<file path="src/rtl/elevator_pkg.sv">
// Shared state encoding, default geometry/timing and small elaboration helpers
// for the single-car collective-SCAN elevator controller.
package elevator_pkg;

    typedef enum logic [1:0] {
        IDLE      = 2'd0,
        MOVE_UP   = 2'd1,
        MOVE_DOWN = 2'd2,
        DOOR_OPEN = 2'd3
    } state_e;

    localparam int DEF_FLOORS        = 8;
    localparam int DEF_FLOOR_W       = 3;
    localparam int DEF_TRAVEL_CYCLES = 16;
    localparam int DEF_DOOR_CYCLES   = 32;

    function automatic int max_cycles(input int a, input int b);
        return (a > b) ? a : b;
    endfunction

    // One shared timer must reach the longer of the two phase counts.
    function automatic int timer_width(input int cycles);
        return (cycles > 1) ? $clog2(cycles) : 1;
    endfunction

endpackage

</file>
<file path="src/rtl/elevator_req_scan.sv">
// Combinational request scan around one floor: above/below/here plus the same
// qualified by travel direction (ahead/behind, forward hall call, turnaround).
module elevator_req_scan
    import elevator_pkg::*;
#(
    parameter int FLOORS  = DEF_FLOORS,
    parameter int FLOOR_W = DEF_FLOOR_W
) (
    input  logic [FLOORS-1:0]  call_in,
    input  logic [FLOORS-1:0]  call_up,
    input  logic [FLOORS-1:0]  call_down,
    input  logic [FLOOR_W-1:0] floor,
    input  logic               dir_up,
    output logic               above,
    output logic               below,
    output logic               here,
    output logic               ahead,
    output logic               behind,
    output logic               here_fwd,
    output logic               turn
);

    logic [FLOORS-1:0] req;

    always_comb begin
        req   = call_in | call_up | call_down;
        above = 1'b0;
        below = 1'b0;
        for (int i = 0; i < FLOORS; i++) begin
            if (i > int'(floor)) above = above | req[i];
            if (i < int'(floor)) below = below | req[i];
        end
        here   = req[floor];
        ahead  = dir_up ? above : below;
        behind = dir_up ? below : above;

        // A car call or the hall call matching the travel direction is a reason to stop.
        here_fwd = call_in[floor] | (dir_up ? call_up[floor] : call_down[floor]);

        // Only the opposite hall call is waiting here and nothing lies further on.
        turn = dir_up ? (!call_up[floor]   &&  call_down[floor] && !above)
                      : (!call_down[floor] &&  call_up[floor]   && !below);
    end

endmodule

</file>
<file path="src/rtl/elevator_ctrl.sv">
// Collective-SCAN elevator sequencer; optional door hold input under ELEVATOR_DOOR_HOLD_EN.
// Latency: registered outputs, door opens 1 cycle after an at-floor call, TRAVEL_CYCLES per floor.
// Backpressure: none; call latches are cleared via level inactivate vectors while the door is open.
module elevator_ctrl
    import elevator_pkg::*;
#(
    parameter int FLOORS        = DEF_FLOORS,
    parameter int FLOOR_W       = DEF_FLOOR_W,
    parameter int TRAVEL_CYCLES = DEF_TRAVEL_CYCLES,
    parameter int DOOR_CYCLES   = DEF_DOOR_CYCLES
) (
    input  logic               clk,
    input  logic               reset,
`ifdef ELEVATOR_DOOR_HOLD_EN
    input  logic               door_hold,
`endif
    input  logic [FLOORS-1:0]  active_in_levels,
    input  logic [FLOORS-1:0]  active_out_up_levels,
    input  logic [FLOORS-1:0]  active_out_down_levels,
    output logic [FLOORS-1:0]  inactivate_in_levels,
    output logic [FLOORS-1:0]  inactivate_out_up_levels,
    output logic [FLOORS-1:0]  inactivate_out_down_levels,
    output logic [FLOOR_W-1:0] cur_floor,
    output logic               motor_up,
    output logic               motor_down,
    output logic               door_open,
    output logic               dir_up,
    output logic               busy
);

    localparam int TIMER_W = timer_width(max_cycles(TRAVEL_CYCLES, DOOR_CYCLES));
    localparam logic [TIMER_W-1:0] TRAVEL_LAST = TIMER_W'(TRAVEL_CYCLES - 1);
    localparam logic [TIMER_W-1:0] DOOR_LAST   = TIMER_W'(DOOR_CYCLES - 1);
    localparam logic [FLOOR_W-1:0] TOP_FLOOR   = FLOOR_W'(FLOORS - 1);

    state_e              state_q, state_d;
    logic [FLOOR_W-1:0]  cur_floor_q, cur_floor_d;
    logic                dir_up_q, dir_up_d;
    logic [TIMER_W-1:0]  timer_q, timer_d;
    logic                motor_up_q, motor_up_d;
    logic                motor_down_q, motor_down_d;
    logic                door_open_q, door_open_d;
    logic                busy_q, busy_d;
    logic [FLOORS-1:0]   inact_in_q, inact_in_d;
    logic [FLOORS-1:0]   inact_up_q, inact_up_d;
    logic [FLOORS-1:0]   inact_dn_q, inact_dn_d;
    logic [FLOORS-1:0]   floor_onehot;

    logic                travel_done;
    logic                door_done;
    logic                hold;
    logic [FLOOR_W-1:0]  scan_floor;
    logic                above, below, here, ahead, behind, here_fwd, turn;

`ifdef ELEVATOR_DOOR_HOLD_EN
    assign hold = door_hold;
`else
    assign hold = 1'b0;
`endif

    assign travel_done = (timer_q == TRAVEL_LAST);
    assign door_done   = (timer_q == DOOR_LAST);

    // Stop decisions are taken on the floor being arrived at, so scan one floor ahead then.
    always_comb begin
        scan_floor = cur_floor_q;
        if (state_q == MOVE_UP && travel_done && cur_floor_q != TOP_FLOOR)
            scan_floor = cur_floor_q + FLOOR_W'(1);
        else if (state_q == MOVE_DOWN && travel_done && cur_floor_q != '0)
            scan_floor = cur_floor_q - FLOOR_W'(1);
    end

    elevator_req_scan #(
        .FLOORS  (FLOORS),
        .FLOOR_W (FLOOR_W)
    ) u_scan (
        .call_in   (active_in_levels),
        .call_up   (active_out_up_levels),
        .call_down (active_out_down_levels),
        .floor     (scan_floor),
        .dir_up    (dir_up_q),
        .above     (above),
        .below     (below),
        .here      (here),
        .ahead     (ahead),
        .behind    (behind),
        .here_fwd  (here_fwd),
        .turn      (turn)
    );

    always_comb begin
        state_d     = state_q;
        cur_floor_d = cur_floor_q;
        dir_up_d    = dir_up_q;
        timer_d     = timer_q;
        case (state_q)
            IDLE: begin
                timer_d = '0;
                if (here) begin
                    state_d = DOOR_OPEN;
                    if (turn) dir_up_d = ~dir_up_q;
                end else if (above) begin
                    state_d  = MOVE_UP;
                    dir_up_d = 1'b1;
                end else if (below) begin
                    state_d  = MOVE_DOWN;
                    dir_up_d = 1'b0;
                end
            end
            MOVE_UP, MOVE_DOWN: begin
                if (!travel_done) begin
                    timer_d = timer_q + TIMER_W'(1);
                end else begin
                    timer_d     = '0;
                    cur_floor_d = scan_floor;
                    if (here_fwd || !ahead) begin
                        state_d = DOOR_OPEN;
                        if (turn) dir_up_d = ~dir_up_q;
                    end
                end
            end
            DOOR_OPEN: begin
                if (hold) begin
                    timer_d = '0;
                end else if (!door_done) begin
                    timer_d = timer_q + TIMER_W'(1);
                end else begin
                    timer_d = '0;
                    if (ahead) begin
                        state_d = dir_up_q ? MOVE_UP : MOVE_DOWN;
                    end else if (here) begin
                        // Serve the opposite-direction hall call without closing the door.
                        dir_up_d = ~dir_up_q;
                    end else if (behind) begin
                        dir_up_d = ~dir_up_q;
                        state_d  = dir_up_q ? MOVE_DOWN : MOVE_UP;
                    end else begin
                        state_d = IDLE;
                    end
                end
            end
            default: begin
                state_d = IDLE;
                timer_d = '0;
            end
        endcase
    end

    // Outputs are registered from the next-state view so they line up with the state.
    always_comb begin
        floor_onehot               = '0;
        floor_onehot[cur_floor_d]  = 1'b1;
        motor_up_d                 = (state_d == MOVE_UP);
        motor_down_d               = (state_d == MOVE_DOWN);
        door_open_d                = (state_d == DOOR_OPEN);
        busy_d                     = (state_d != IDLE);
        inact_in_d                 = door_open_d ? floor_onehot : '0;
        inact_up_d                 = (door_open_d &&  dir_up_d) ? floor_onehot : '0;
        inact_dn_d                 = (door_open_d && !dir_up_d) ? floor_onehot : '0;
    end

    always_ff @(posedge clk) begin
        if (!reset) begin
            state_q      <= IDLE;
            cur_floor_q  <= '0;
            dir_up_q     <= 1'b1;
            timer_q      <= '0;
            motor_up_q   <= 1'b0;
            motor_down_q <= 1'b0;
            door_open_q  <= 1'b0;
            busy_q       <= 1'b0;
            inact_in_q   <= '0;
            inact_up_q   <= '0;
            inact_dn_q   <= '0;
        end else begin
            state_q      <= state_d;
            cur_floor_q  <= cur_floor_d;
            dir_up_q     <= dir_up_d;
            timer_q      <= timer_d;
            motor_up_q   <= motor_up_d;
            motor_down_q <= motor_down_d;
            door_open_q  <= door_open_d;
            busy_q       <= busy_d;
            inact_in_q   <= inact_in_d;
            inact_up_q   <= inact_up_d;
            inact_dn_q   <= inact_dn_d;
        end
    end

    assign inactivate_in_levels       = inact_in_q;
    assign inactivate_out_up_levels   = inact_up_q;
    assign inactivate_out_down_levels = inact_dn_q;
    assign cur_floor                  = cur_floor_q;
    assign motor_up                   = motor_up_q;
    assign motor_down                 = motor_down_q;
    assign door_open                  = door_open_q;
    assign dir_up                     = dir_up_q;
    assign busy                       = busy_q;

endmodule

</file>
<file path="config.mk">
export PLATFORM = sky130hd
export DESIGN_NAME = elevator_ctrl
export DESIGN_NICKNAME = d
export VERILOG_FILES = /design/src/rtl/elevator_pkg.sv /design/src/rtl/elevator_req_scan.sv /design/src/rtl/elevator_ctrl.sv
export SDC_FILE = /design/constraint.sdc
export NUM_CORES = 1
export LEC_CHECK = 0
export BUFFER_PORTS_ARGS = -buffer_cell sky130_fd_sc_hd__clkbuf_2
export CAP_MARGIN = 20
export CORE_MARGIN = 1
export CORE_UTILIZATION = 50
export CTS_BUF_LIST = sky130_fd_sc_hd__clkbuf_4 sky130_fd_sc_hd__clkbuf_8
export DETAILED_ROUTE_END_ITERATION = 10
export MAX_ROUTING_LAYER = met4
export PLACE_DENSITY = 0.79
export SYNTH_ARGS = -nofsm -noshare
export SYNTH_HDL_FRONTEND = slang
export SYNTH_SLANG_ARGS = --single-unit
</file>
<file path="constraint.sdc">
create_clock -name clk -period 3.8 [get_ports clk]
set_input_delay 0.95 -clock clk [delete_from_list [all_inputs] [get_ports clk]]
set_output_delay 0.95 -clock clk [all_outputs]
set_load 0.05 [all_outputs]
</file>
==> out/results.txt, run 1 <==
CTS buffer count: 5
Slew HR: 0.300
Initial antenna violation count: 0
FP Rows: 26
Max-cap violations: 0
Mapped Cells: 301
Sequential fraction of the synthesis area: 0.297
R2R cell count: 16
Total number of yosys warnings: 0
Leak: 1.62 nW
Flops & latches, synth: 39
Hold path startpoint: timer_q[0]
WP data arrival: 3.92 ns
Clock transition at the registers of the reported paths: 0.08 ns
Distinct cells, synth: 70
Worst r2r src: timer_q[0]
Worst-Skew Late Latency: 0.30 ns
GRT Residual Overflow: 0
Cells on Worst Hold Path: 2
Routed Antenna Nets: 0
Total number of vias: 2751
Final hold viol count: 0
Number of enable flip-flop cells after synthesis: 0
Most frequent cell after synthesis: dfxtp_1
Final GP Congestion: 0.965
Final WL: 7390 um
DR vias/cell: 5.92
# clock sinks: 39
Vias in the first global route: 2407
First-pass DRT Iterations: 6
Post-synthesis net count: 339
Filler cells: 407
Placed Cells incl. Taps: 447
Initial DRC Count: 291
Endpoint of the worst hold path: timer_q[0]
Reg2Reg Setup Slack: 0.07 ns
Final setup fails: 0
DP HPWL: 5230 um
Area grow syn2layout: 33.2%
Multi-input gate area: 0.00186 sq mm
Overall die height: 74.5 um
CTS tree: done
Final #Nets: 432
Total Power: 1.57 mW
Worst EP required: 3.99 ns
Synth area leaders: dfxtp_1 (30%), mux2i_1 (9.9%), ha_1 (5.7%)
Capturing point of the worst reg2reg path: inactivate_out_up_levels[6]
Largest area contributor in the netlist: dfxtp_1
Share of the synthesized area in the top cell type: 0.297
Clock root cell: clkbuf_8
Largest net degree at the start of global routing: 24
Most used DFF post-synth: dfxtp_1
Startpoint types: register
Synthesized cell area: 0.00263 sq mm
Die area: 0.00555 sq mm
VDD IR max: 407 uV
# H-tree levels: 2
Worst Skew: 0.0107 ns
Initial Util: 0.518
Synth async-reset ratio: 0
Commonest cells in the netlist: dfxtp_1 (39), nor2_1 (30), mux2i_1 (26)
DR WL/cell: 15.9 um
Tmin final: 3.73 ns
Power Dens Cells: 448 mW/mm^2
Layout cell share with drive strength beyond 1: 0.370
CP Class: reg2reg
Max-slew violation count: 0
Die width: 74.5 um
WHS: 0.521 ns
DRC: 0
Slew at the pin closest to its max-slew limit: 1.04 ns
Worst Path Max Fanout: 6
Clock Tree Buf Depth: 2
Post-route insts no fill: 465
Core Region: 0.00507 sq mm
Status: finished, final reports clean
First-pass GRT wire length: 11000 um
Fmax: 268 MHz
Register Area: 786 sq um
Final worst path period share: 0.981
Syn Area/Cell: 8.73 sq um
Min-Delay Path Class: reg2reg
Total track usage: 0.265
Setup TNS Final: 0 ns
Critical Path End Type: register
Ant diodes: 0
Number of buffers added on ports: 57
IO Count: 58
[placed cells by master (no fill, tap or decap), drive strengths merged, types with 6 or more instances in the layout]
cell type,synthesis,final
nor4,9,9
nand3,6,9
nor4b,6,6
ha,12,12
clkbuf,5,62
inv,15,15
nor2,30,30
and2,6,6
buf,7,38
nand2,22,22
dfxtp,39,39
or3,7,7
o21ai,9,9
mux2i,26,26
a21oi,16,16
nor3,18,18
[worst max-delay path, stage by stage (launching register included)]
cell and delay [ns]:
dfxtp_1 0.34, ha_1 0.16, and3_2 0.23, ha_4 0.17
nand2_1 0.12, buf_4 0.18, nor4_1 0.30, buf_4 0.19
o22ai_1 0.07, a221o_1 0.34, o211a_1 0.17, a221oi_2 0.21
o221ai_2 0.17, a311oi_4 0.32, buf_6 0.17, nand3_4 0.13
nor4b_1 0.35
[what timing repair did]
action,CTS,global route
gates resized for setup,3,29
hold endpoints to repair,0,0
pin swaps,0,8
setup buffers,0,7
gates cloned,0,3
setup endpoints to repair,13,28
hold buffers,0,0
[final cells by class]
type	count	share of cell area
Clock inverter	3	0.0125
Sequential cell	39	0.224
Multi-Input combinational cell	237	0.531
Tap cell	70	0.0250
Inverter	16	0.0171
Clock buffer	5	0.0196
Timing Repair Buffer	95	0.171
[state kept, by name, indices dropped and copies added, names as in the netlist]
name	count
cur_floor	3
timer_q	5
motor_down	1
door_open	1
busy	1
inactivate_out_down_levels	8
inactivate_out_up_levels	8
inactivate_in_levels	8
dir_up	1
motor_up	1
state_q	2
[worst max-delay path by stage]
stage | to | from | slack [ns] | cells after the start
floorplan | inactivate_in_levels[2] | cur_floor[0] | 0.03 | 15
global placement | inactivate_out_up_levels[6] | active_out_down_levels[5] | 0.009 | 11
detailed placement | inactivate_out_up_levels[6] | active_out_down_levels[5] | -0.12 | 11
CTS | inactivate_out_up_levels[3] | timer_q[0] | -0.03 | 15
global route | inactivate_out_up_levels[6] | timer_q[0] | -0.1 | 16
finish | inactivate_out_up_levels[6] | timer_q[0] | 0.07 | 16
[power by group]
| part | internal (mW) | switching [mW] |
|---|---|---|
| combinational | 0.258 | 0.483 |
| clock | 0.195 | 0.149 |
| sequential | 0.453 | 0.0312 |
[metal layers]
layer	vias up	global-route usage	routed length (um)
met4	0	0.0713	167
met1	1286	0.354	3320
li1	1320	-	-
met3	26	0.0542	444
met2	119	0.404	3450
met5	-	-	0
[logic make-up (layout without fill, tap and decap cells)]
group           count (synthesis)  after routing  share of synthesized area
compound gates                 68             68                      0.205
xor+xnor                        5              5                     0.0238
fa+ha+maj                      12             12                     0.0571
buf+inv                        28            119                     0.0514
flops                          39             39                      0.297
mux                            30             30                      0.122
simple gates                  119            122                      0.244
[through the flow]
stage,instance area (sq um),util,worst slack (ns)
after global routing,3500,0.690,-0.0998
after CTS,3290,0.649,-0.0294
final,3500,0.690,0.0708
after floorplan,2630,-,0.0312
after global placement,3170,0.625,0.00865
after detailed placement,3170,0.625,-0.117
No activity file was read; power rests on OpenSTA's default activity.
==> run 2, diff against run 1 <==
--- a/config.mk
+++ b/config.mk
@@ -12,7 +12,8 @@
 export CTS_BUF_LIST = sky130_fd_sc_hd__clkbuf_4 sky130_fd_sc_hd__clkbuf_8
 export DETAILED_ROUTE_END_ITERATION = 10
 export MAX_ROUTING_LAYER = met4
-export PLACE_DENSITY = 0.79
+export PLACE_DENSITY = 0.81
 export SYNTH_ARGS = -nofsm -noshare
 export SYNTH_HDL_FRONTEND = slang
+export SYNTH_HIERARCHICAL = 1
 export SYNTH_SLANG_ARGS = --single-unit
==> out/results.txt, run 2 <==
Setup TNS Final: -2.45 ns
Capturing point of the worst reg2reg path: inactivate_out_down_levels[5]
Most used DFF post-synth: dfxtp_1
CP Class: reg2reg
Largest area contributor in the netlist: dfxtp_1
Initial DRC Count: 222
Clock Tree Buf Depth: 2
Die area: 0.00491 sq mm
Slew at the pin closest to its max-slew limit: 0.798 ns
# H-tree levels: 2
Power Dens Cells: 447 mW/mm^2
Sequential fraction of the synthesis area: 0.337
CP max-delay cell: mux4_2
Total number of yosys warnings: 6
Min-Delay Path Class: reg2reg
FP Rows: 24
DR WL/cell: 17.9 um
Cells on Worst Hold Path: 2
Distinct cells, synth: 59
CTS tree: done
Startpoint types: register
Max incr delay on CP: 0.54 ns
Leak: 1.40 nW
Overall die height: 70.1 um
Setup ws final: -0.137 ns
Max-slew violation count: 0
Mapped Cells: 252
Final #Nets: 376
Initial antenna violation count: 0
Worst Skew: 0.0126 ns
Synth async-reset ratio: 0
WP data arrival: 4.16 ns
Final worst path period share: 1.04
DRC: 0
Reg2Reg Setup Slack: -0.14 ns
Crit path cell chain: ha_2 -> and3_4 -> ha_4 -> nand3b_1 -> nand2_2 -> a21oi_4 -> a31oi_4 -> buf_4 -> mux4_2 -> mux2i_4 -> buf_4 -> nand3_1 -> o22ai_4 -> nand3_2 -> mux2i_4 -> o32a_1 -> buf_6 -> nor3_2
Vias in the first global route: 2153
Number of buffers added on ports: 57
Post-route insts no fill: 389
Final hold viol count: 0
Max-cap violations: 0
R2R cell count: 18
Met2 wire len: 3450 um
Cell area after layout: 0.00322 sq mm
Routed Antenna Nets: 0
Initial Util: 0.525
Flops & latches, synth: 39
Worst EP required: 4.02 ns
Synthesized cell area: 0.00232 sq mm
Top Metal Used: met4
Final GP Congestion: 0.924
WL met3: 465 um
Critical Path End Type: register
IO Count: 58
Core Region: 0.00441 sq mm
Worst Path Max Fanout: 8
Synth area leaders: dfxtp_1 (34%), ha_1 (7.6%), mux4_2 (5.8%)
Syn Area/Cell: 9.20 sq um
Largest net degree at the start of global routing: 17
Ant diodes: 0
Most frequent cells in the layout: clkbuf_2 (57), dfxtp_1 (34), nor2_1 (23), buf_4 (23), nand2_1 (18)
Final setup fails: 29
Clock transition at the registers of the reported paths: 0.08 ns
Tmin final: 3.94 ns
Post-synthesis net count: 292
Clock root cell: clkbuf_8
Total track usage: 0.264
Status: complete, but fails checks
GRT Residual Overflow: 0
Hold path startpoint: timer_q[3]
Final WL: 6950 um
Area grow syn2layout: 38.7%
Commonest non-fill, non-tap cell in the layout: clkbuf_2
VDD IR max: 323 uV
Worst-Skew Late Latency: 0.30 ns
Post-DP Area: 0.00282 sq mm
Fmax: 254 MHz
Placed Cells incl. Taps: 368
Share of the synthesized area in the top cell type: 0.337
Total Power: 1.44 mW
Worst r2r src: timer_q[0]
Layout cell share with drive strength beyond 1: 0.469
First-pass GRT wire length: 10200 um
M1 WL: 2900 um
Total number of vias: 2383
Number of enable flip-flop cells after synthesis: 0
Violated checks: setup timing
DP HPWL: 4340 um
First-pass DRT Iterations: 7
Endpoint of the worst hold path: timer_q[3]
RSZ-0062 raised after global routing: true
# clock sinks: 39
DR vias/cell: 6.13
Slew HR: 0.468
Commonest cells in the netlist: dfxtp_1 (39), nor2_1 (23), nor3_1 (22)
Most frequent cell after synthesis: dfxtp_1
CTS buffer count: 5
Die width: 70.1 um
## run 2: changes by cell type after synthesis, moves of 4 or more
| cell | previous run | this run |
|---|---|---|
| o21ai_0 | 5 | 9 |
| a21oi_1 | 16 | 5 |
| mux2i_1 | 26 | 6 |
| inv_1 | 13 | 17 |
| nor3_1 | 18 | 22 |
| mux4_2 | 1 | 6 |
| nor4_1 | 9 | 0 |
| nor4b_1 | 5 | 0 |
| nor2_1 | 30 | 23 |
## run 2: logic make-up (layout without fill, tap and decap cells)
family / after synthesis / count (layout) / synth area share
and+or+nand+nor: 100 / 102 / 0.232
DFF: 39 / 39 / 0.337
buffers and inverters: 30 / 113 / 0.0664
AOI/OAI and AO/OA: 49 / 49 / 0.162
adders and majority gates: 14 / 14 / 0.0756
xor gates and xnor gates: 4 / 4 / 0.0151
muxes: 16 / 16 / 0.112
## run 2: power breakdown
group	internal, mW	leakage, nW	switching, mW
Sequential	0.445	0.319	0.0361
Combinational	0.253	1.04	0.422
Clock	0.128	0.0402	0.154
Total	0.826	1.40	0.611
## run 2: stage by stage
stage | worst slack [ns] | hold slack, ns | utilization
2_1_floorplan | -0.00106 | 0.420 | -
3_3_place_gp | 0.0249 | 0.497 | 0.638
3_5_place_dp | -0.162 | 0.519 | 0.638
4_1_cts | 0.00897 | 0.504 | 0.691
5_1_grt | -0.319 | 0.576 | 0.728
6_report | -0.137 | 0.541 | 0.728
## run 2: what timing repair did
action / CTS / global route
cloned: 2 / 0
hold endpoints to repair: 0 / 0
gates resized for setup: 15 / 23
setup endpoints to repair: 21 / 30
buffers inserted: 5 / 6
pin swaps: 5 / 15
hold buffers: 0 / 0
## run 2: worst max path at each step
stage | from | to | slack [ns]
after detailed placement | timer_q[1] | inactivate_out_up_levels[0] | -0.16
after global placement | timer_q[1] | inactivate_out_down_levels[0] | 0.02
after CTS | timer_q[1] | inactivate_out_down_levels[0] | 0.009
after global routing | timer_q[0] | inactivate_out_up_levels[3] | -0.32
final | timer_q[0] | inactivate_out_down_levels[5] | -0.14
after floorplan | cur_floor[0] | inactivate_out_down_levels[6] | -0.001
## run 2: metal layers
| metal | GRT usage | up-vias |
|---|---|---|
| li1 | - | 1083 |
| met1 | 0.335 | 1142 |
| met2 | 0.431 | 131 |
| met3 | 0.0534 | 27 |
| met4 | 0.0667 | 0 |
| met5 | - | - |
## run 2: worst max-delay path: cells and delay by family (launching register included)
family	cells	cell delay (ns)
AOI/OAI and AO/OA	4	0.85
adders and majority gates	2	0.35
muxes	3	0.94
DFF	1	0.33
and+or+nand+nor	6	0.92
buffers and inverters	3	0.47
## run 2: final cells by class
cell class	instances	area (sq um)
well taps	52	65.1
inverters	19	78.8
flip-flops and latches	39	792
fillers	312	1200
clock inverters	3	20.0
multi-input cells	185	1650
clock buffers	5	68.8
repair buffers	86	543
==> run 3, diff against run 2 <==
--- a/config.mk
+++ b/config.mk
@@ -12,7 +12,7 @@
 export CTS_BUF_LIST = sky130_fd_sc_hd__clkbuf_4 sky130_fd_sc_hd__clkbuf_8
 export DETAILED_ROUTE_END_ITERATION = 10
 export MAX_ROUTING_LAYER = met4
-export PLACE_DENSITY = 0.81
+export PLACE_DENSITY = 0.78
 export SYNTH_ARGS = -nofsm -noshare
 export SYNTH_HDL_FRONTEND = slang
 export SYNTH_HIERARCHICAL = 1
==> constraint.sdc (replaced) <==
create_clock -name clk -period 4.15 [get_ports clk]
set_input_delay 1.0375 -clock clk [delete_from_list [all_inputs] [get_ports clk]]
set_output_delay 1.0375 -clock clk [all_outputs]
set_load 0.05 [all_outputs]
==> out/results.txt, run 3 (synthesis gave the netlist of run 2 again) <==
Worst Setup SP: timer_q[0]
Clock Tree Buf Depth: 2
Final GP Congestion: 0.917
Routed Antenna Nets: 0
Number of buffers added on ports: 57
Startpoint types: register
Die area: 0.00491 sq mm
Leak: 1.34 nW
Slew at the pin closest to its max-slew limit: 0.745 ns
VDD IR max: 243 uV
DP HPWL: 3970 um
Final worst path period share: 0.975
Cell area after layout: 0.00294 sq mm
Max incr delay on CP: 0.51 ns
Reg2Reg Setup Slack: 0.10 ns
Vias in the first global route: 1976
Area grow syn2layout: 26.7%
Clock transition at the registers of the reported paths: 0.08 ns
R2R cell count: 16
Initial Util: 0.525
DRC: 0
Post-DP Area: 0.00264 sq mm
DR vias/cell: 5.69
Worst path top cell family by delay: simple AND/OR/NAND/NOR gates
Largest net degree at the start of global routing: 17
Layout cell share with drive strength beyond 1: 0.384
Slew HR: 0.504
Final WL: 5530 um
Fmax: 247 MHz
Multi-input gate area: 0.00148 sq mm
Commonest non-fill, non-tap cell in the layout: clkbuf_2
Power Dens Cells: 412 mW/mm^2
First-pass GRT wire length: 8850 um
Pre-CTS setup slack: -0.00854 ns
Ant diodes: 0
WP data arrival: 4.25 ns
CP max-delay cell: mux4_2
Buf/Inv on CP: 2
First-pass DRT Iterations: 4
Register Area: 786 sq um
Hold_buf cts: 0
# H-tree levels: 2
Worst-Skew Late Latency: 0.29 ns
CP Class: reg2reg
Max-slew violation count: 0
Worst Path Max Fanout: 8
Worst Skew: 0.00911 ns
Endpoint of the worst hold path: timer_q[0]
Total number of vias: 2134
DR WL/cell: 14.7 um
Overall die height: 70.1 um
Worst EP required: 4.36 ns
Worst r2r src: timer_q[0]
Die width: 70.1 um
GRT Residual Overflow: 0
Critical Path End Type: register
Final setup fails: 0
CTS buffer count: 5
Crit path cell chain: ha_1 -> and3_2 -> ha_4 -> nand3b_1 -> buf_4 -> nand2_1 -> a31oi_4 -> buf_6 -> mux4_2 -> mux2_4 -> or3_1 -> o22ai_2 -> nand3_1 -> mux2i_2 -> o32a_4 -> nor3_2
Cells on Worst Hold Path: 1
Clock root cell: clkbuf_8
# clock sinks: 39
Total track usage: 0.230
Final #Nets: 362
Setup TNS Final: 0 ns
WHS: 0.450 ns
Tmin final: 4.05 ns
Most frequent cells in the layout: clkbuf_2 (57), dfxtp_1 (37), nor2_1 (23)
Core Region: 0.00441 sq mm
Initial DRC Count: 92
FP Rows: 24
Initial antenna violation count: 0
Final hold viol count: 0
Hold path startpoint: timer_q[0]
Filler cells: 342
Capturing point of the worst reg2reg path: inactivate_out_down_levels[1]
CTS tree: done
Status: finished, final reports clean
Min-Delay Path Class: reg2reg
Setup ws final: 0.103 ns
Max-cap violations: 0
IO Count: 58
## run 3: how the worst max path moves through the flow
stage | endpoint | slack, ns | cells past startpoint
2_1_floorplan | inactivate_out_down_levels[0] | 0.02 | 19
3_3_place_gp | inactivate_out_down_levels[2] | 0.01 | 15
3_5_place_dp | inactivate_out_down_levels[1] | -0.009 | 15
4_1_cts | inactivate_out_down_levels[1] | 0.008 | 16
5_1_grt | inactivate_out_down_levels[2] | -0.06 | 16
6_report | inactivate_out_down_levels[1] | 0.10 | 16
## run 3: layer usage
layer | GRT usage | wire length [um]
met5 | - | 0
met4 | 0.0933 | 120
met3 | 0.0418 | 319
met2 | 0.366 | 2650
met1 | 0.288 | 2440
## run 3: cell type report
type	instances	area share
Clock inverter	3	0.0149
Timing Repair Buffer	74	0.144
Sequential cell	39	0.268
Inverter	19	0.0247
Clock buffer	5	0.0234
Multi-Input combinational cell	183	0.503
Tap cell	52	0.0222
## run 3: repair_timing
action | 4_1_cts | 5_1_grt
setup endpoints to repair | 8 | 29
pin swaps | 0 | 3
gates cloned | 0 | 1
resized for setup | 2 | 18
setup buffers | 0 | 10
## run 3: stage by stage
stage	util	power, mW	std cells
2_1_floorplan	-	0.771	252
3_5_place_dp	0.597	0.871	356
5_1_grt	0.665	1.27	375
3_3_place_gp	0.597	0.865	356
6_report	0.665	1.21	375
4_1_cts	0.625	1.18	364
## run 3: power breakdown
part | switching (mW) | internal, mW | leakage (nW) | total (mW)
logic | 0.296 | 0.153 | 0.960 | 0.449
registers | 0.0349 | 0.408 | 0.318 | 0.443
clock network | 0.138 | 0.179 | 0.0581 | 0.317
total | 0.469 | 0.740 | 1.34 | 1.21
## run 3: worst reg2reg max path: stages (launching register included)
cell and delay [ns]:
dfxtp_1 0.33, ha_1 0.21, and3_2 0.25, ha_4 0.19
nand3b_1 0.16, buf_4 0.14, nand2_1 0.09, a31oi_4 0.23
buf_6 0.16, mux4_2 0.51, mux2_4 0.29, or3_1 0.32
o22ai_2 0.17, nand3_1 0.14, mux2i_2 0.19, o32a_4 0.37
nor3_2 0.21
